[src/rtl/wave_sequencer.sv]
// Table-driven scheduler for the 4-voice PWM mixer: steps through {dwell, scale, enable}
// entries and updates the mixer controls only on PWM-frame boundaries.
module wave_sequencer #(
  parameter int STEPS     = 8,
  parameter int DWELL_W   = 16,
  parameter int FRAME_LEN = 64
) (
  input  logic                       sysclk,
  input  logic                       rst_n,
  input  logic [3:0]                 man_enable,
  input  logic [5:0]                 man_scale,
  input  logic                       start,
  input  logic                       stop,
  input  logic                       loop,
  input  logic                       wr_en,
  input  logic [$clog2(STEPS)-1:0]   wr_addr,
  input  logic [DWELL_W+9:0]         wr_data,
  output logic [3:0]                 Enable_SW,
  output logic [5:0]                 Scale,
  output logic                       frame_tick,
  output logic                       busy,
  output logic [$clog2(STEPS)-1:0]   step_idx,
  output logic                       done
);

  localparam int IDX_W = $clog2(STEPS);
  localparam int FC_W  = $clog2(FRAME_LEN);
  localparam int ENT_W = DWELL_W + 10;
  localparam logic [FC_W-1:0]  LAST_CNT  = FC_W'(FRAME_LEN - 1);
  localparam logic [IDX_W:0]   STEPS_EXT = (IDX_W + 1)'(STEPS);

  typedef enum logic [1:0] {ST_IDLE = 2'd0, ST_ARM = 2'd1, ST_RUN = 2'd2} state_e;

  function automatic logic [DWELL_W-1:0] dwell_of(input logic [ENT_W-1:0] e);
    return e[ENT_W-1:10];
  endfunction

  state_e               state_q, state_d;
  logic [FC_W-1:0]      frame_cnt_q, frame_cnt_d;
  logic                 frame_tick_q, frame_tick_d;
  logic                 stop_req_q, stop_req_d;
  logic [3:0]           enable_q, enable_d;
  logic [5:0]           scale_q, scale_d;
  logic [IDX_W-1:0]     step_idx_q, step_idx_d;
  logic [DWELL_W-1:0]   dwell_cnt_q, dwell_cnt_d;
  logic [DWELL_W-1:0]   cur_dwell_q, cur_dwell_d;
  logic                 busy_q, busy_d;
  logic                 done_q, done_d;
  logic [ENT_W-1:0]     table_q [STEPS];
  logic [ENT_W-1:0]     table_d [STEPS];

  logic                 load_s;
  logic [IDX_W-1:0]     load_idx_s;
  logic                 idle_s;
  logic                 stop_hit_s;
  logic [IDX_W:0]       next_s;
  logic [ENT_W-1:0]     load_ent_s;

  // Next-state logic: frame counter, sequencing FSM, table writes
  always_comb begin
    frame_cnt_d  = frame_tick_q ? '0 : frame_cnt_q + FC_W'(1);
    frame_tick_d = (frame_cnt_d == LAST_CNT);
    state_d      = state_q;
    stop_req_d   = stop_req_q;
    enable_d     = enable_q;
    scale_d      = scale_q;
    step_idx_d   = step_idx_q;
    dwell_cnt_d  = dwell_cnt_q;
    cur_dwell_d  = cur_dwell_q;
    done_d       = 1'b0;
    load_s       = 1'b0;
    load_idx_s   = '0;
    idle_s       = 1'b0;
    stop_hit_s   = stop_req_q | stop;
    next_s       = {1'b0, step_idx_q} + (IDX_W + 1)'(1);

    table_d = table_q;
    if (wr_en) begin
      table_d[wr_addr] = wr_data;
    end else begin
      table_d = table_q;
    end

    case (state_q)
      ST_IDLE: begin
        stop_req_d = 1'b0;
        if (start && !stop) begin
          state_d = ST_ARM;
        end else begin
          state_d = ST_IDLE;
        end
      end
      ST_ARM: begin
        stop_req_d = stop_hit_s;
        if (!frame_tick_q) begin
          load_s = 1'b0;
        end else if (stop_hit_s) begin
          idle_s = 1'b1;
        end else if (dwell_of(table_q[0]) == '0) begin
          idle_s = 1'b1;
          done_d = 1'b1;
        end else begin
          load_s = 1'b1;
        end
      end
      ST_RUN: begin
        stop_req_d = stop_hit_s;
        if (!frame_tick_q) begin
          load_s = 1'b0;
        end else if (stop_hit_s) begin
          idle_s = 1'b1;
        end else if (dwell_cnt_q < cur_dwell_q) begin
          dwell_cnt_d = dwell_cnt_q + DWELL_W'(1);
        end else if (next_s != STEPS_EXT && dwell_of(table_q[next_s[IDX_W-1:0]]) != '0) begin
          load_s     = 1'b1;
          load_idx_s = next_s[IDX_W-1:0];
        end else if (loop && dwell_of(table_q[0]) != '0) begin
          load_s = 1'b1;
        end else begin
          idle_s = 1'b1;
          done_d = 1'b1;
        end
      end
      default: begin
        idle_s = 1'b1;
      end
    endcase

    // Loads read the pre-write table, so a same-cycle write only affects later loads
    load_ent_s = table_q[load_idx_s];
    if (load_s) begin
      enable_d    = load_ent_s[3:0];
      scale_d     = load_ent_s[9:4];
      cur_dwell_d = dwell_of(load_ent_s);
      dwell_cnt_d = DWELL_W'(1);
      step_idx_d  = load_idx_s;
      state_d     = ST_RUN;
    end else if (idle_s) begin
      enable_d   = man_enable;
      scale_d    = man_scale;
      step_idx_d = '0;
      stop_req_d = 1'b0;
      state_d    = ST_IDLE;
    end else if (state_q == ST_IDLE && frame_tick_q) begin
      enable_d = man_enable;
      scale_d  = man_scale;
    end else begin
      enable_d = enable_q;
      scale_d  = scale_q;
    end

    busy_d = (state_d != ST_IDLE);
  end

  // State registers with synchronous active-low reset
  always_ff @(posedge sysclk) begin
    if (!rst_n) begin
      state_q      <= ST_IDLE;
      frame_cnt_q  <= '0;
      frame_tick_q <= 1'b0;
      stop_req_q   <= 1'b0;
      enable_q     <= '0;
      scale_q      <= '0;
      step_idx_q   <= '0;
      dwell_cnt_q  <= '0;
      cur_dwell_q  <= '0;
      busy_q       <= 1'b0;
      done_q       <= 1'b0;
      for (int i = 0; i < STEPS; i++) begin
        table_q[i] <= '0;
      end
    end else begin
      state_q      <= state_d;
      frame_cnt_q  <= frame_cnt_d;
      frame_tick_q <= frame_tick_d;
      stop_req_q   <= stop_req_d;
      enable_q     <= enable_d;
      scale_q      <= scale_d;
      step_idx_q   <= step_idx_d;
      dwell_cnt_q  <= dwell_cnt_d;
      cur_dwell_q  <= cur_dwell_d;
      busy_q       <= busy_d;
      done_q       <= done_d;
      table_q      <= table_d;
    end
  end

  assign Enable_SW  = enable_q;
  assign Scale      = scale_q;
  assign frame_tick = frame_tick_q;
  assign busy       = busy_q;
  assign step_idx   = step_idx_q;
  assign done       = done_q;

endmodule

[config.mk]
export PLATFORM = sky130hd
export DESIGN_NAME = wave_sequencer
export DESIGN_NICKNAME = d
export VERILOG_FILES = /design/src/rtl/wave_sequencer.sv
export SDC_FILE = /design/constraint.sdc
export NUM_CORES = 1
export LEC_CHECK = 0
export ABC_AREA = 1
export BUFFER_PORTS_ARGS = -buffer_cell sky130_fd_sc_hd__buf_4
export CAP_MARGIN = 20
export CELL_PAD_IN_SITES_DETAIL_PLACEMENT = 2
export CELL_PAD_IN_SITES_GLOBAL_PLACEMENT = 2
export CORE_AREA = 2 2 195 197
export DETAILED_ROUTE_END_ITERATION = 8
export DIE_AREA = 0 0 197 199
export GPL_ROUTABILITY_DRIVEN = 0
export HOLD_SLACK_MARGIN = 0.12
export PLACE_DENSITY = 0.86
export SETUP_SLACK_MARGIN = 0.2
export SLEW_MARGIN = 20
export SYNTH_ARGS = -nofsm -noshare
export SYNTH_HDL_FRONTEND = slang
export SYNTH_SLANG_ARGS = --single-unit
[constraint.sdc]
create_clock -name sysclk -period 3.6 [get_ports sysclk]
set_clock_uncertainty 0.2 [all_clocks]
set_input_delay 0.18 -clock sysclk [delete_from_list [all_inputs] [get_ports sysclk]]
set_output_delay 0.18 -clock sysclk [all_outputs]
set_load 0.05 [all_outputs]
==> tab_implementation.tex, run 1 <==
\begin{tabular}{lr}
\hline
Metric & Value \\
\hline
\multicolumn{2}{l}{\textbf{Outcome}} \\
\quad Outcome & finished, violations left \\
\quad Failing checks & negative setup slack \\
\multicolumn{2}{l}{\textbf{Clock tree}} \\
\quad Worst skew pair latency & 0.61 ns \\
\quad CTS sink cnt & between 200 and 300 \\
\quad TritonCTS clock tree & done \\
\quad Buffer cell driving the clock tree root & sky130\_fd\_sc\_hd\_\_clkbuf\_16 \\
\quad Clock-pin slew on the worst setup and hold paths & 0.08 ns \\
\quad Inserted Clock Buffers & 31 \\
\quad Clock tree buffer depth & 3 \\
\quad Number of H-tree levels & 1 \\
\multicolumn{2}{l}{\textbf{Floorplan}} \\
\quad Die Height & 199 um \\
\quad Die area & 39200 um\^{}2 \\
\quad Die X-Extent & 197 um \\
\quad Effective utilization at floorplan & 34.7\% \\
\quad Total I/O pin count & 61 \\
\quad Core Rows & 71 \\
\quad Core Box Area & 37100 um\^{}2 \\
\multicolumn{2}{l}{\textbf{Power and ir drop}} \\
\quad Switching power & 2.08 mW \\
\quad VDD IR-drop max & 0.000341 V \\
\quad Fraction of power consumed by sequential logic & 41.1\% \\
\quad Switching fraction of total power & 27.7\% \\
\quad Internal power contribution & around 5.4 mW \\
\quad Clock group share of total power & 49.2\% \\
\quad Static Leak & 7.01 nW \\
\quad Fraction of power consumed by combinational cells & approximately 9.7\% \\
\quad PD cells & 473 nW/um\^{}2 \\
\multicolumn{2}{l}{\textbf{Logic synthesis}} \\
\quad Count of synthesis-stage warnings from yosys & 0 \\
\quad Cell count after synthesis & between 1500 and 2000 \\
\quad Part of the Yosys area used for sequential elements & around 41\% \\
\quad Primary flip-flop cell chosen by synthesis mapping & sky130\_fd\_sc\_hd\_\_dfxtp\_1 \\
\quad Avg Cell Area, Syn & 6.84 um\^{}2 \\
\quad Flop and latch count out of synthesis & 265 \\
\quad Mapped Nets & 1950 \\
\quad EDFF count, synth & 0 \\
\quad Mapped Area & 12900 um\^{}2 \\
\quad Fraction of synthesis flops using an asynchronous set or reset pin & 0\% \\
\quad Synth cell types & between 40 and 50 \\
\multicolumn{2}{l}{\textbf{Detailed routing}} \\
\quad Post-Route WL & 75700 um \\
\quad Detail-routed net length per standard cell & 30.5 um \\
\quad Average vias per placed instance & 6.17 \\
\quad Violation count after the first detailed-routing iteration & 1451 \\
\quad Count of nets left with antenna violations after detail routing & 0 \\
\quad 1st-pass router iterations & 5 \\
\quad Vias & 15300 \\
\quad Drc violations & 0 \\
\multicolumn{2}{l}{\textbf{STA}} \\
\quad Final-report max-slew violation count & 0 \\
\quad Post-route worst setup slack & -0.0455 ns \\
\quad Setup-failing EPs final & 6 \\
\quad Least-Margin Pin Slew & 1.06 ns \\
\quad Max-slew headroom at the worst pin & around 29\% \\
\quad Setup TNS & -0.123 ns \\
\quad Hold violation total from the final report & 0 \\
\quad Crit share post-route & 101\% \\
\quad Highest Clock Rate & 274 MHz \\
\quad Shortest period the worst path allows & 3.65 ns \\
\multicolumn{2}{l}{\textbf{Worst setup path}} \\
\quad Endpoint class of the critical path & flip-flop \\
\quad Dominant delay contributor by cell family on the critical path & simple AND/OR/NAND/NOR gates \\
\quad Type of the worst setup path & reg -> reg \\
\quad Critical Path AT & about 3.9 ns \\
\quad Delay of the slowest cell on the worst path & 0.41 ns \\
\quad Crit-path most repeated cell & sky130\_fd\_sc\_hd\_\_nand2\_1 \\
\quad Required time of the critical path & 3.85 ns \\
\quad Critical Path Source Type & flip-flop \\
\quad Cell with the largest stage delay on the worst path & sky130\_fd\_sc\_hd\_\_dfxtp\_4 \\
\quad Worst-path fanout max & 11 \\
\quad Cells along the critical path & buf\_12 -> inv\_2 -> or2\_1 -> nor2\_2 -> nand3\_1 -> nand3\_1 -> nand3\_2 -> nand2\_2 -> nor2\_8 -> nand3\_4 -> buf\_12 -> clkbuf\_16 -> nand2\_1 -> o211ai\_1 -> nand2\_1 -> nand2\_1 -> nand3\_1 -> nand2\_1 -> inv\_1 \\
\quad Buffers \& Inverters on Critical Path & 5 \\
\multicolumn{2}{l}{\textbf{Placed design}} \\
\quad Port Buf Inserts & 60 \\
\quad Half-perimeter wire length after placement & 35400 um \\
\quad Post-Place Cell Area & 13800 um\^{}2 \\
\multicolumn{2}{l}{\textbf{Final layout}} \\
\quad Final core utilization & between 40\% and 50\% \\
\quad Post-route cell area & 15900 um\^{}2 \\
\quad Antenna cell count & 0 \\
\quad \# nets final & between 2000 and 2500 \\
\quad Area growth from synthesis to layout & 23.5\% \\
\quad Fraction of final layout cells sized beyond drive strength 1 & 11.0\% \\
\multicolumn{2}{l}{\textbf{Global route}} \\
\quad Via count of the first global-routing pass & about 16000 \\
\quad Initial antenna violation count & 3 \\
\quad Maximum number of pins on one net before global-route repair & between 100 and 150 \\
\quad First-pass GRT wire length & 101000 um \\
\quad All-Layer GR Usage & 33.7\% \\
\quad Overflow left after global routing & 0 \\
\multicolumn{2}{l}{\textbf{Job}} \\
\quad Maximum Capacitance Violations & 0 \\
\multicolumn{2}{l}{\textbf{Hold path}} \\
\quad Worst Hold Class & in -> reg \\
\hline
\end{tabular}
what timing repair did:
action	4_1_cts	5_1_grt
gates cloned	1	5
gates resized for setup	2	31
setup buffers	6	20
hold buffers	51	0
hold endpoints to repair	236	0
endpoints found under the setup margin	28	40
pin swaps	3	17
path summary, 6_finish.rpt:
check / cells after the start / startpoint / slack, ns / to
worst max-delay path: 19 / step_idx[0]$_SDFFE_PN0P_ / -0.05 / cur_dwell_q[15]$_SDFFE_PN0P_
worst min register to register: 2 / table_q[189]$_SDFFE_PN0P_ / 0.26 / table_q[189]$_SDFFE_PN0P_
worst min-delay path: 6 / wr_en / 0.22 / table_q[13]$_SDFFE_PN0P_
worst max register to register: 19 / step_idx[0]$_SDFFE_PN0P_ / -0.05 / cur_dwell_q[15]$_SDFFE_PN0P_
cells in the final DEF, fill, tap and decap left out, types with 3 or more instances in the layout:
master / n
sky130_fd_sc_hd__nand2_2: 5
sky130_fd_sc_hd__o21a_1: 3
sky130_fd_sc_hd__dfxtp_2: 3
sky130_fd_sc_hd__nand4_1: 62
sky130_fd_sc_hd__nor2_4: 3
sky130_fd_sc_hd__ha_1: 20
sky130_fd_sc_hd__a21oi_1: 174
sky130_fd_sc_hd__dfxtp_1: 260
sky130_fd_sc_hd__inv_2: 4
sky130_fd_sc_hd__clkbuf_8: 7
sky130_fd_sc_hd__inv_1: 235
sky130_fd_sc_hd__buf_6: 8
sky130_fd_sc_hd__nor3_1: 14
sky130_fd_sc_hd__nand2_1: 306
sky130_fd_sc_hd__bufinv_16: 7
sky130_fd_sc_hd__o21ai_0: 217
sky130_fd_sc_hd__clkinv_2: 9
sky130_fd_sc_hd__o211ai_1: 57
sky130_fd_sc_hd__nand3_2: 3
sky130_fd_sc_hd__nor2_2: 3
sky130_fd_sc_hd__nand3_1: 124
sky130_fd_sc_hd__clkbuf_16: 36
sky130_fd_sc_hd__buf_4: 101
sky130_fd_sc_hd__xor2_1: 3
sky130_fd_sc_hd__or2_2: 4
sky130_fd_sc_hd__dlygate4sd3_1: 51
sky130_fd_sc_hd__buf_12: 12
sky130_fd_sc_hd__clkinv_1: 6
sky130_fd_sc_hd__nor2_1: 236
cells by family (layout without fill, tap and decap cells):
family,count (synthesis),count (layout),synth area share [%]
buffers and inverters,361,480,11.2
AND/OR/NAND/NOR,776,777,26.3
flip-flops,265,265,41.2
XOR/XNOR,5,5,0.340
AO/OA/AOI/OAI,456,456,18.9
adder cells (fa/ha/maj),21,21,2.04
area by class of cell:
class                      count  area [um^2]
inverter                     245          920
fill                        4219        21200
sequential                   265         5320
tap                          474          593
clock inverter                16          255
timing repair buffer         179         1740
clock buffer                  40          880
multi-input combinational   1259         6210
synth_stat cells (6+ instances only):
cell type | instances | area, um^2
sky130_fd_sc_hd__buf_2 | 25 | 125
sky130_fd_sc_hd__nand2_1 | 309 | 1160
sky130_fd_sc_hd__dfxtp_1 | 265 | 5310
sky130_fd_sc_hd__o211ai_1 | 57 | 428
sky130_fd_sc_hd__ha_1 | 21 | 263
sky130_fd_sc_hd__a21oi_1 | 175 | 876
sky130_fd_sc_hd__nand4_1 | 62 | 388
sky130_fd_sc_hd__buf_1 | 6 | 22.5
sky130_fd_sc_hd__nor3_1 | 15 | 75.1
sky130_fd_sc_hd__o21ai_0 | 217 | 1090
sky130_fd_sc_hd__inv_1 | 237 | 890
sky130_fd_sc_hd__clkbuf_1 | 73 | 274
sky130_fd_sc_hd__nor2_1 | 238 | 893
sky130_fd_sc_hd__nand3_1 | 125 | 626
sky130_fd_sc_hd__buf_4 | 9 | 67.6
sky130_fd_sc_hd__clkinv_1 | 6 | 22.5
through the flow:
step | hold slack [ns] | power, mW | instances | setup WS, ns
global placement | 0.239 | 3.67 | 2339 | 0.260
finish | 0.222 | 7.52 | 2478 | -0.0455
detailed placement | 0.252 | 3.71 | 2339 | 0.102
global route | 0.270 | 7.69 | 2478 | -0.0887
floorplan | 0.115 | 3.45 | 1884 | 0.879
CTS | 0.136 | 7.33 | 2453 | 0.213
state kept, by name, summed over array words and instances (netlist names):
name	count
Scale	6
frame_cnt_q	6
busy	1
dwell_cnt_q	16
state_q	2
step_idx	3
frame_tick	1
stop_req_q	1
done	1
cur_dwell_q	16
table_q	208
Enable_SW	4
power by group through the flow:
stage	logic (mW)	registers, mW	clock network [mW]
5_1_grt	0.764	3.09	3.83
3_5_place_dp	0.567	3.14	0
2_1_floorplan	0.308	3.14	0
3_3_place_gp	0.539	3.13	0
4_1_cts	0.632	3.08	3.62
6_report	0.727	3.09	3.70
tightest hold or removal path: stages:
cell and delay (ns):
sky130_fd_sc_hd__buf_4 0.09, sky130_fd_sc_hd__nand2_1 0.18, sky130_fd_sc_hd__nor2_1 0.17, sky130_fd_sc_hd__buf_4 0.19, sky130_fd_sc_hd__o21ai_0 0.09, sky130_fd_sc_hd__nor2_1 0.08
routing by layer:
metal,up-vias,GRT usage [%],part of all wire [%]
li1,6360,-,-
met1,7627,41.0,38
met2,929,56.6,47
met3,362,6.61,8.7
met4,6,17.8,6.6
met5,-,0,0.050
(Power assumes the default switching activity.)
==> run 2: changes to the inputs <==
--- a/config.mk
+++ b/config.mk
@@ -11,7 +11,7 @@
 export CELL_PAD_IN_SITES_DETAIL_PLACEMENT = 2
 export CELL_PAD_IN_SITES_GLOBAL_PLACEMENT = 2
-export CORE_AREA = 2 2 195 197
+export CORE_AREA = 2 2 251 154
 export DETAILED_ROUTE_END_ITERATION = 8
-export DIE_AREA = 0 0 197 199
+export DIE_AREA = 0 0 253 156
 export GPL_ROUTABILITY_DRIVEN = 0
 export HOLD_SLACK_MARGIN = 0.12
--- a/constraint.sdc
+++ b/constraint.sdc
@@ -3,3 +3,3 @@
 set_input_delay 0.18 -clock sysclk [delete_from_list [all_inputs] [get_ports sysclk]]
 set_output_delay 0.18 -clock sysclk [all_outputs]
-set_load 0.05 [all_outputs]
+set_load 0.02 [all_outputs]
==> tab_implementation.tex, run 2 (synthesis results as in run 1) <==
\begin{tabular}{lr}
\hline
Metric & Value \\
\hline
\multicolumn{2}{l}{\textbf{Outcome}} \\
\quad Outcome & finished clean (was finished, violations left) \\
\multicolumn{2}{l}{\textbf{Power and ir drop}} \\
\quad Static Leak & 6.76 nW (was 7.01 nW) \\
\quad PD cells & 437 nW/um\^{}2 (was 473 nW/um\^{}2) \\
\quad Total Power Consumption & 6.74 mW (was 7.52 mW) \\
\quad VDD IR-drop max & 0.000389 V (was 0.000341 V) \\
\multicolumn{2}{l}{\textbf{Clock tree}} \\
\quad Worst skew pair latency & 0.58 ns (was 0.61 ns) \\
\quad CTS sink cnt & 265 (unchanged) \\
\quad Buffer cell driving the clock tree root & sky130\_fd\_sc\_hd\_\_clkbuf\_16 (unchanged) \\
\quad TritonCTS clock tree & done (unchanged) \\
\quad Clock-pin slew on the worst setup and hold paths & 0.07 ns (was 0.08 ns) \\
\quad Inserted Clock Buffers & 28 (was 31) \\
\quad Clock tree buffer depth & 3 (unchanged) \\
\quad Number of H-tree levels & 1 (unchanged) \\
\multicolumn{2}{l}{\textbf{Worst setup path}} \\
\quad Cells along the critical path & dlygate4sd3\_1 -> buf\_4 -> nor2\_1 -> dlygate4sd3\_1 -> inv\_1 -> nor2\_1 -> inv\_1 -> buf\_4 -> o21ai\_0 -> a21oi\_1 (was buf\_12 -> inv\_2 -> or2\_1 -> nor2\_2 -> nand3\_1 -> nand3\_1 -> nand3\_2 -> nand2\_2 -> nor2\_8 -> nand3\_4 -> buf\_12 -> clkbuf\_16 -> nand2\_1 -> o211ai\_1 -> nand2\_1 -> nand2\_1 -> nand3\_1 -> nand2\_1 -> inv\_1) \\
\quad Delay of the slowest cell on the worst path & 0.68 ns (was 0.41 ns) \\
\quad Type of the worst setup path & in -> reg (was reg -> reg) \\
\quad Startpoint of the lowest-slack register-to-register path & cur\_dwell\_q[4]\$\_SDFFE\_PN0P\_ (was step\_idx[0]\$\_SDFFE\_PN0P\_) \\
\quad Buffers \& Inverters on Critical Path & 6 (was 5) \\
\quad Number of stages on the worst setup path & 10 (was 19) \\
\quad Critical Path AT & 3.61 ns (was 3.90 ns) \\
\quad Cell with the largest stage delay on the worst path & sky130\_fd\_sc\_hd\_\_nor2\_1 (was sky130\_fd\_sc\_hd\_\_dfxtp\_4) \\
\quad Required time of the critical path & 3.84 ns (was 3.85 ns) \\
\quad Worst-path fanout max & 32 (was 11) \\
\quad Reg2Reg Depth & 17 (was 19) \\
\quad Critical register-to-register path endpoint & cur\_dwell\_q[7]\$\_SDFFE\_PN0P\_ (was cur\_dwell\_q[15]\$\_SDFFE\_PN0P\_) \\
\quad Dominant delay contributor by cell family on the critical path & buffers and inverters (was simple AND/OR/NAND/NOR gates) \\
\quad R2R setup slack & 0.24 ns (was -0.05 ns) \\
\quad Endpoint class of the critical path & flip-flop (unchanged) \\
\quad Critical Path Source Type & primary input (was flip-flop) \\
\multicolumn{2}{l}{\textbf{Hold path}} \\
\quad End point of the most critical hold path & table\_q[9]\$\_SDFFE\_PN0P\_ (was table\_q[13]\$\_SDFFE\_PN0P\_) \\
\quad Worst Hold Class & reg -> reg (was in -> reg) \\
\quad Hold path startpoint & table\_q[9]\$\_SDFFE\_PN0P\_ (was wr\_en) \\
\quad Number of cells on the worst hold path & 2 (was 6) \\
\multicolumn{2}{l}{\textbf{STA}} \\
\quad Shortest period the worst path allows & 3.37 ns (was 3.65 ns) \\
\quad Crit share post-route & 93.6\% (was 101\%) \\
\quad Post-route worst setup slack & 0.231 ns (was -0.0455 ns) \\
\quad Unrepaired setup endpoints after global routing & true \\
\quad Least-Margin Pin Slew & 0.872 ns (was 1.06 ns) \\
\quad Hold violation total from the final report & 0 (unchanged) \\
\quad Max-slew headroom at the worst pin & 41.6\% (was 29.2\%) \\
\quad Setup TNS & 0 ns (was -0.123 ns) \\
\quad Setup-failing EPs final & 0 (was 6) \\
\quad Final-report max-slew violation count & 0 (unchanged) \\
\quad Highest Clock Rate & 297 MHz (was 274 MHz) \\
\multicolumn{2}{l}{\textbf{Floorplan}} \\
\quad Effective utilization at floorplan & 34.7\% (about the same) \\
\quad Core Box Area & 37200 um\^{}2 (was 37100 um\^{}2) \\
\quad Die area & 39500 um\^{}2 (was 39200 um\^{}2) \\
\quad Total I/O pin count & 61 (unchanged) \\
\quad Core Rows & 55 (was 71) \\
\quad Die Height & 156 um (was 199 um) \\
\quad Die X-Extent & 253 um (was 197 um) \\
\multicolumn{2}{l}{\textbf{Final layout}} \\
\quad Most used cells in the layout excluding fill and tap cells & 305 x sky130\_fd\_sc\_hd\_\_nand2\_1, 263 x sky130\_fd\_sc\_hd\_\_dfxtp\_1, 238 x sky130\_fd\_sc\_hd\_\_nor2\_1 (was 306 x sky130\_fd\_sc\_hd\_\_nand2\_1, 260 x sky130\_fd\_sc\_hd\_\_dfxtp\_1, 236 x sky130\_fd\_sc\_hd\_\_nor2\_1) \\
\quad Registers with the most flip-flops & table\_q: 208 flops, cur\_dwell\_q: 16 flops, dwell\_cnt\_q: 16 flops (unchanged) \\
\quad Final core utilization & 41.5\% (was 42.9\%) \\
\quad Most common cell after layout, fill and taps aside & sky130\_fd\_sc\_hd\_\_nand2\_1 (unchanged) \\
\quad Max reg flops & 208 (unchanged) \\
\quad Fraction of final layout cells sized beyond drive strength 1 & 9.67\% (was 11.0\%) \\
\quad Register with the most flip-flops & table\_q (unchanged) \\
\quad Post-route cell area & 15400 um\^{}2 (was 15900 um\^{}2) \\
\quad Area growth from synthesis to layout & 19.8\% (was 23.5\%) \\
\quad \# nets final & 2031 (was 2047) \\
\multicolumn{2}{l}{\textbf{Global route}} \\
\quad Overflow left after global routing & 0 (unchanged) \\
\quad Via count of the first global-routing pass & 15000 (was 16200) \\
\quad All-Layer GR Usage & 30.6\% (was 33.7\%) \\
\quad Initial antenna violation count & 2 (was 3) \\
\quad Maximum number of pins on one net before global-route repair & 108 (was 117) \\
\quad First-pass GRT wire length & 92500 um (was 101000 um) \\
\multicolumn{2}{l}{\textbf{Placed design}} \\
\quad Port Buf Inserts & 60 (unchanged) \\
\quad Half-perimeter wire length after placement & 38000 um (was 35400 um) \\
\quad Worst slack, placed & -0.0218 ns (was 0.102 ns) \\
\quad Post-Place Cell Area & 13900 um\^{}2 (was 13800 um\^{}2) \\
\multicolumn{2}{l}{\textbf{Detailed routing}} \\
\quad Post-Route WL & 61300 um (was 75700 um) \\
\quad Vias & 14100 (was 15300) \\
\quad Violation count after the first detailed-routing iteration & 1240 (was 1451) \\
\quad Drc violations & 0 (unchanged) \\
\quad Average vias per placed instance & 5.72 (was 6.17) \\
\quad Count of nets left with antenna violations after detail routing & 0 (unchanged) \\
\quad Detail-routed net length per standard cell & 24.8 um (was 30.5 um) \\
\quad 1st-pass router iterations & 5 (unchanged) \\
\multicolumn{2}{l}{\textbf{Job}} \\
\quad Maximum Capacitance Violations & 0 (unchanged) \\
\hline
\end{tabular}
[run 2: changes by cell type in the layout (fill, tap and decap cells not counted), moves of 2 or more]
cell / change
sky130_fd_sc_hd__bufinv_16: -6
sky130_fd_sc_hd__clkbuf_16: -6
sky130_fd_sc_hd__buf_6: -5
sky130_fd_sc_hd__clkbuf_1: +4
sky130_fd_sc_hd__buf_12: -3
sky130_fd_sc_hd__dfxtp_1: +3
sky130_fd_sc_hd__clkbuf_8: -2
sky130_fd_sc_hd__dfxtp_4: -2
sky130_fd_sc_hd__inv_1: +2
sky130_fd_sc_hd__inv_2: -2
sky130_fd_sc_hd__nand2_2: +2
sky130_fd_sc_hd__nor2_1: +2
[run 2: cell type report]
type / count / area (um^2)
antenna: 1 / 2.50
inverter: 245 / 920
sequential: 265 / 5310
timing repair buffer: 166 / 1520
tap: 484 / 606
clock buffer: 40 / 817
clock inverter: 10 / 75.1
multi-input combinational: 1259 / 6190
fill: 4319 / 21700
[run 2: metal layers]
layer  vias up  part of all wire [%]  track usage [%]
li1       6326                     -                -
met1      7161                    45             42.2
met2       505                    44             48.8
met3       128                   7.8             5.79
met4         0                   2.7             8.06
met5         -                     0                0
[run 2: repair_timing]
action | in CTS | in global routing
endpoints found under the hold margin | 236 | 0
setup buffers | 5 | 3
endpoints found under the setup margin | 40 | 31
hold buffers | 50 | 0
cloned | 0 | 2
gates resized for setup | 4 | 15
pin swaps | 2 | 6
[run 2: how the worst max path moves through the flow]
stage	start	to
global route	cur_dwell_q[15]$_SDFFE_PN0P_	cur_dwell_q[7]$_SDFFE_PN0P_
global placement	cur_dwell_q[15]$_SDFFE_PN0P_	cur_dwell_q[7]$_SDFFE_PN0P_
detailed placement	cur_dwell_q[15]$_SDFFE_PN0P_	Enable_SW[3]$_SDFFE_PN0P_
CTS	cur_dwell_q[15]$_SDFFE_PN0P_	Scale[2]$_SDFFE_PN0P_
finish	wr_addr[0]	table_q[135]$_SDFFE_PN0P_
floorplan	cur_dwell_q[15]$_SDFFE_PN0P_	Scale[4]$_SDFFE_PN0P_
[run 2: per-stage QoR]
| stage | std cells | hold WS [ns] |
|---|---|---|
| 4_1_cts | 2464 | 0.238 |
| 6_report | 2470 | 0.257 |
| 3_5_place_dp | 2359 | 0.247 |
| 5_1_grt | 2469 | 0.273 |
| 2_1_floorplan | 1884 | 0.115 |
| 3_3_place_gp | 2359 | 0.239 |
[run 2: power breakdown]
part / internal, mW / switching, mW
Combinational: 0.220 / 0.458
Clock: 1.64 / 1.34
Sequential: 3.02 / 0.0572
[run 2: worst min-delay path: stages (launching register included)]
cell	delay [ns]
sky130_fd_sc_hd__dfxtp_1	0.30
sky130_fd_sc_hd__inv_1	0.06
sky130_fd_sc_hd__a21oi_1	0.05
==> run 3: changes to the inputs <==
- CORE_AREA: 2 2 251 154 -> 2 2 241 148
- DIE_AREA: 0 0 253 156 -> 0 0 243 150
- PLACE_DENSITY: 0.86 -> 0.92
- clock period: 3.6 -> 3.9 ns (I/O delays scaled with it)
==> tab_implementation.tex, run 3 (synthesis results as in run 1) <==
\begin{tabular}{lr}
\hline
Metric & Value \\
\hline
\multicolumn{2}{l}{\textbf{Floorplan}} \\
\quad Effective utilization at floorplan & 37.5\% (was 34.7\%) \\
\quad Die X-Extent & 243 um (was 253 um) \\
\quad Core Box Area & 34400 um\^{}2 (was 37200 um\^{}2) \\
\quad Die Height & 150 um (was 156 um) \\
\quad Core Rows & 53 (was 55) \\
\quad Total I/O pin count & 61 (unchanged) \\
\quad Die area & 36500 um\^{}2 (was 39500 um\^{}2) \\
\multicolumn{2}{l}{\textbf{Final layout}} \\
\quad Area growth from synthesis to layout & 18.3\% (was 19.8\%) \\
\quad Most used cells in the layout excluding fill and tap cells & 308 x sky130\_fd\_sc\_hd\_\_nand2\_1, 265 x sky130\_fd\_sc\_hd\_\_dfxtp\_1, 238 x sky130\_fd\_sc\_hd\_\_nor2\_1 (was 305 x sky130\_fd\_sc\_hd\_\_nand2\_1, 263 x sky130\_fd\_sc\_hd\_\_dfxtp\_1, 238 x sky130\_fd\_sc\_hd\_\_nor2\_1) \\
\quad Fraction of final layout cells sized beyond drive strength 1 & 8.55\% (was 9.67\%) \\
\quad Register with the most flip-flops & table\_q (unchanged) \\
\quad Registers with the most flip-flops & table\_q: 208 flops, cur\_dwell\_q: 16 flops, dwell\_cnt\_q: 16 flops (unchanged) \\
\quad Most common cell after layout, fill and taps aside & sky130\_fd\_sc\_hd\_\_nand2\_1 (unchanged) \\
\quad Final core utilization & 44.4\% (was 41.5\%) \\
\quad \# nets final & 2013 (was 2031) \\
\quad Max reg flops & 208 (unchanged) \\
\quad Post-route cell area & 15300 um\^{}2 (was 15400 um\^{}2) \\
\quad Final instance count without filler cells & 2434 (was 2470) \\
\multicolumn{2}{l}{\textbf{Global route}} \\
\quad Overflow left after global routing & 0 (unchanged) \\
\quad Initial antenna violation count & 3 (was 2) \\
\quad Via count of the first global-routing pass & 16400 (was 15000) \\
\quad First-pass GRT wire length & 107000 um (was 92500 um) \\
\quad All-Layer GR Usage & 38.6\% (was 30.6\%) \\
\quad Maximum number of pins on one net before global-route repair & 136 (was 108) \\
\multicolumn{2}{l}{\textbf{Clock tree}} \\
\quad Inserted Clock Buffers & 28 (unchanged) \\
\quad CTS sink cnt & 265 (unchanged) \\
\quad Buffer cell driving the clock tree root & sky130\_fd\_sc\_hd\_\_clkbuf\_16 (unchanged) \\
\quad TritonCTS clock tree & done (unchanged) \\
\quad Worst skew pair latency & 0.61 ns (was 0.58 ns) \\
\quad Number of H-tree levels & 1 (unchanged) \\
\quad Clock tree buffer depth & 3 (unchanged) \\
\quad Clock-pin slew on the worst setup and hold paths & 0.08 ns (was 0.07 ns) \\
\multicolumn{2}{l}{\textbf{STA}} \\
\quad Highest Clock Rate & $\sim$260 MHz \\
\quad Setup-failing EPs final & 0 (unchanged) \\
\quad Least-Margin Pin Slew & 1.16 ns (was 0.872 ns) \\
\quad Final-report max-slew violation count & 0 (unchanged) \\
\quad Setup TNS & 0 ns (unchanged) \\
\quad Post-route worst hold slack & 0.187 ns (was 0.257 ns) \\
\quad Crit share post-route & 98.0\% \\
\quad Max-slew headroom at the worst pin & 22.5\% (was 41.6\%) \\
\quad Unrepaired setup endpoints after global routing & true (unchanged) \\
\quad Post-route worst setup slack & 0.0782 ns (was 0.231 ns) \\
\quad Hold violation total from the final report & 0 (unchanged) \\
\quad Shortest period the worst path allows & between 3 and 4 ns \\
\multicolumn{2}{l}{\textbf{Detailed routing}} \\
\quad Drc violations & 0 (unchanged) \\
\quad Post-Route WL & 73800 um (was 61300 um) \\
\quad Detail-routed net length per standard cell & 30.3 um (was 24.8 um) \\
\quad Violation count after the first detailed-routing iteration & 1862 (was 1240) \\
\quad Average vias per placed instance & 6.31 (was 5.72) \\
\quad Count of nets left with antenna violations after detail routing & 0 (unchanged) \\
\quad 1st-pass router iterations & 6 (was 5) \\
\quad Vias & 15400 (was 14100) \\
\multicolumn{2}{l}{\textbf{Outcome}} \\
\quad Outcome & finished clean (unchanged) \\
\multicolumn{2}{l}{\textbf{Placed design}} \\
\quad Number of placed instances with taps included & 2332 (was 2359) \\
\quad Worst slack, placed & 0.351 ns (was -0.0218 ns) \\
\quad Port Buf Inserts & 60 (unchanged) \\
\quad Half-perimeter wire length after placement & 38700 um (was 38000 um) \\
\quad Post-Place Cell Area & 13800 um\^{}2 (was 13900 um\^{}2) \\
\multicolumn{2}{l}{\textbf{Worst setup path}} \\
\quad Delay of the slowest cell on the worst path & 0.50 ns (was 0.68 ns) \\
\quad Cells along the critical path & buf\_4 -> inv\_2 -> nand2\_1 -> nor2\_1 -> nand3\_1 -> nand3\_1 -> nand3\_1 -> nand2\_2 -> nor2\_8 -> buf\_4 -> nand4\_1 -> nand3\_1 -> nand2\_1 -> nand2\_1 -> nand3\_1 -> nor2\_1 -> nor2\_1 (was dlygate4sd3\_1 -> buf\_4 -> nor2\_1 -> dlygate4sd3\_1 -> inv\_1 -> nor2\_1 -> inv\_1 -> buf\_4 -> o21ai\_0 -> a21oi\_1) \\
\quad Critical Path Source Type & flip-flop (was primary input) \\
\quad Dominant delay contributor by cell family on the critical path & simple AND/OR/NAND/NOR gates (was buffers and inverters) \\
\quad Buffers \& Inverters on Critical Path & 3 (was 6) \\
\quad Type of the worst setup path & reg -> reg (was in -> reg) \\
\quad Endpoint class of the critical path & flip-flop (unchanged) \\
\quad Cell with the largest stage delay on the worst path & sky130\_fd\_sc\_hd\_\_buf\_4 (was sky130\_fd\_sc\_hd\_\_nor2\_1) \\
\quad Worst-path fanout max & 37 (was 32) \\
\quad Critical Path AT & 4.11 ns (was 3.61 ns) \\
\quad Required time of the critical path & 4.18 ns (was 3.84 ns) \\
\quad Crit-path most repeated cell & sky130\_fd\_sc\_hd\_\_nand3\_1 \\
\multicolumn{2}{l}{\textbf{Job}} \\
\quad Maximum Capacitance Violations & 0 (unchanged) \\
\multicolumn{2}{l}{\textbf{Power and ir drop}} \\
\quad Total Power Consumption & 6.46 mW (was 6.74 mW) \\
\quad VDD IR-drop max & 0.000294 V (was 0.000389 V) \\
\quad PD cells & 424 nW/um\^{}2 (was 437 nW/um\^{}2) \\
\quad Static Leak & 6.68 nW (was 6.76 nW) \\
\multicolumn{2}{l}{\textbf{Hold path}} \\
\quad Worst Hold Class & in -> reg (was reg -> reg) \\
\hline
\end{tabular}
-- run 3: cell count changes in the layout (fill, tap and decap cells not counted), sizes merged --
cell,previous run,this run
diode,1,2
dlygate4sd3,50,46
buf,115,102
bufinv,1,2
clkinv,15,11
-- run 3: final cells by class --
class                           instances  area (um^2)
Inverter                              245          920
Tap cell                              467          584
Clock buffer                           41          820
Timing Repair Buffer                  148         1340
Fill cell                            4037        19100
Multi-Input combinational cell       1259         6180
Clock inverter                          7          103
Antenna cell                            2         5.00
Sequential cell                       265         5310
-- run 3: tightest hold or removal path, cell delays in order --
cell and delay (ns):
sky130_fd_sc_hd__buf_4 0.12, sky130_fd_sc_hd__nand2_1 0.15, sky130_fd_sc_hd__nor2_1 0.20, sky130_fd_sc_hd__clkinv_1 0.13, sky130_fd_sc_hd__nor2_1 0.05, sky130_fd_sc_hd__nor2_1 0.10
-- run 3: worst paths after layout --
check / startpoint / endpoint / slack, ns / cells past startpoint
worst max-delay path: step_idx[0]$_SDFFE_PN0P_ / Scale[5]$_SDFFE_PN0P_ / 0.08 / 17
worst min-delay path: wr_en / table_q[13]$_SDFFE_PN0P_ / 0.19 / 6
worst max register to register: step_idx[0]$_SDFFE_PN0P_ / Scale[5]$_SDFFE_PN0P_ / 0.08 / 17
worst min register to register: table_q[85]$_SDFFE_PN0P_ / table_q[85]$_SDFFE_PN0P_ / 0.26 / 2
-- run 3: report_power, final --
| part | leakage [nW] | switching, mW | total (mW) | internal (mW) |
|---|---|---|---|---|
| Combinational | 4.08 | 0.464 | 0.658 | 0.194 |
| Clock | 0.455 | 1.36 | 2.95 | 1.59 |
| Sequential | 2.15 | 0.0628 | 2.85 | 2.79 |
| Total | 6.68 | 1.89 | 6.46 | 4.57 |
-- run 3: timing repair --
action / 4_1_cts / 5_1_grt
hold buffers: 46 / 0
hold endpoints to repair: 239 / 0
resized for setup: 1 / 11
endpoints found under the setup margin: 3 / 31
pin swaps: 0 / 3
buffers inserted: 0 / 5
gates cloned: 0 / 1
-- run 3: routing by layer --
| metal | GRT usage (%) | wire length, um | vias to the layer above |
|---|---|---|---|
| li1 | - | - | 6285 |
| met1 | 47.1 | 28400 | 7651 |
| met2 | 64.3 | 33700 | 1058 |
| met3 | 9.31 | 7300 | 367 |
| met4 | 18.7 | 4340 | 2 |
| met5 | 0 | 100 | - |
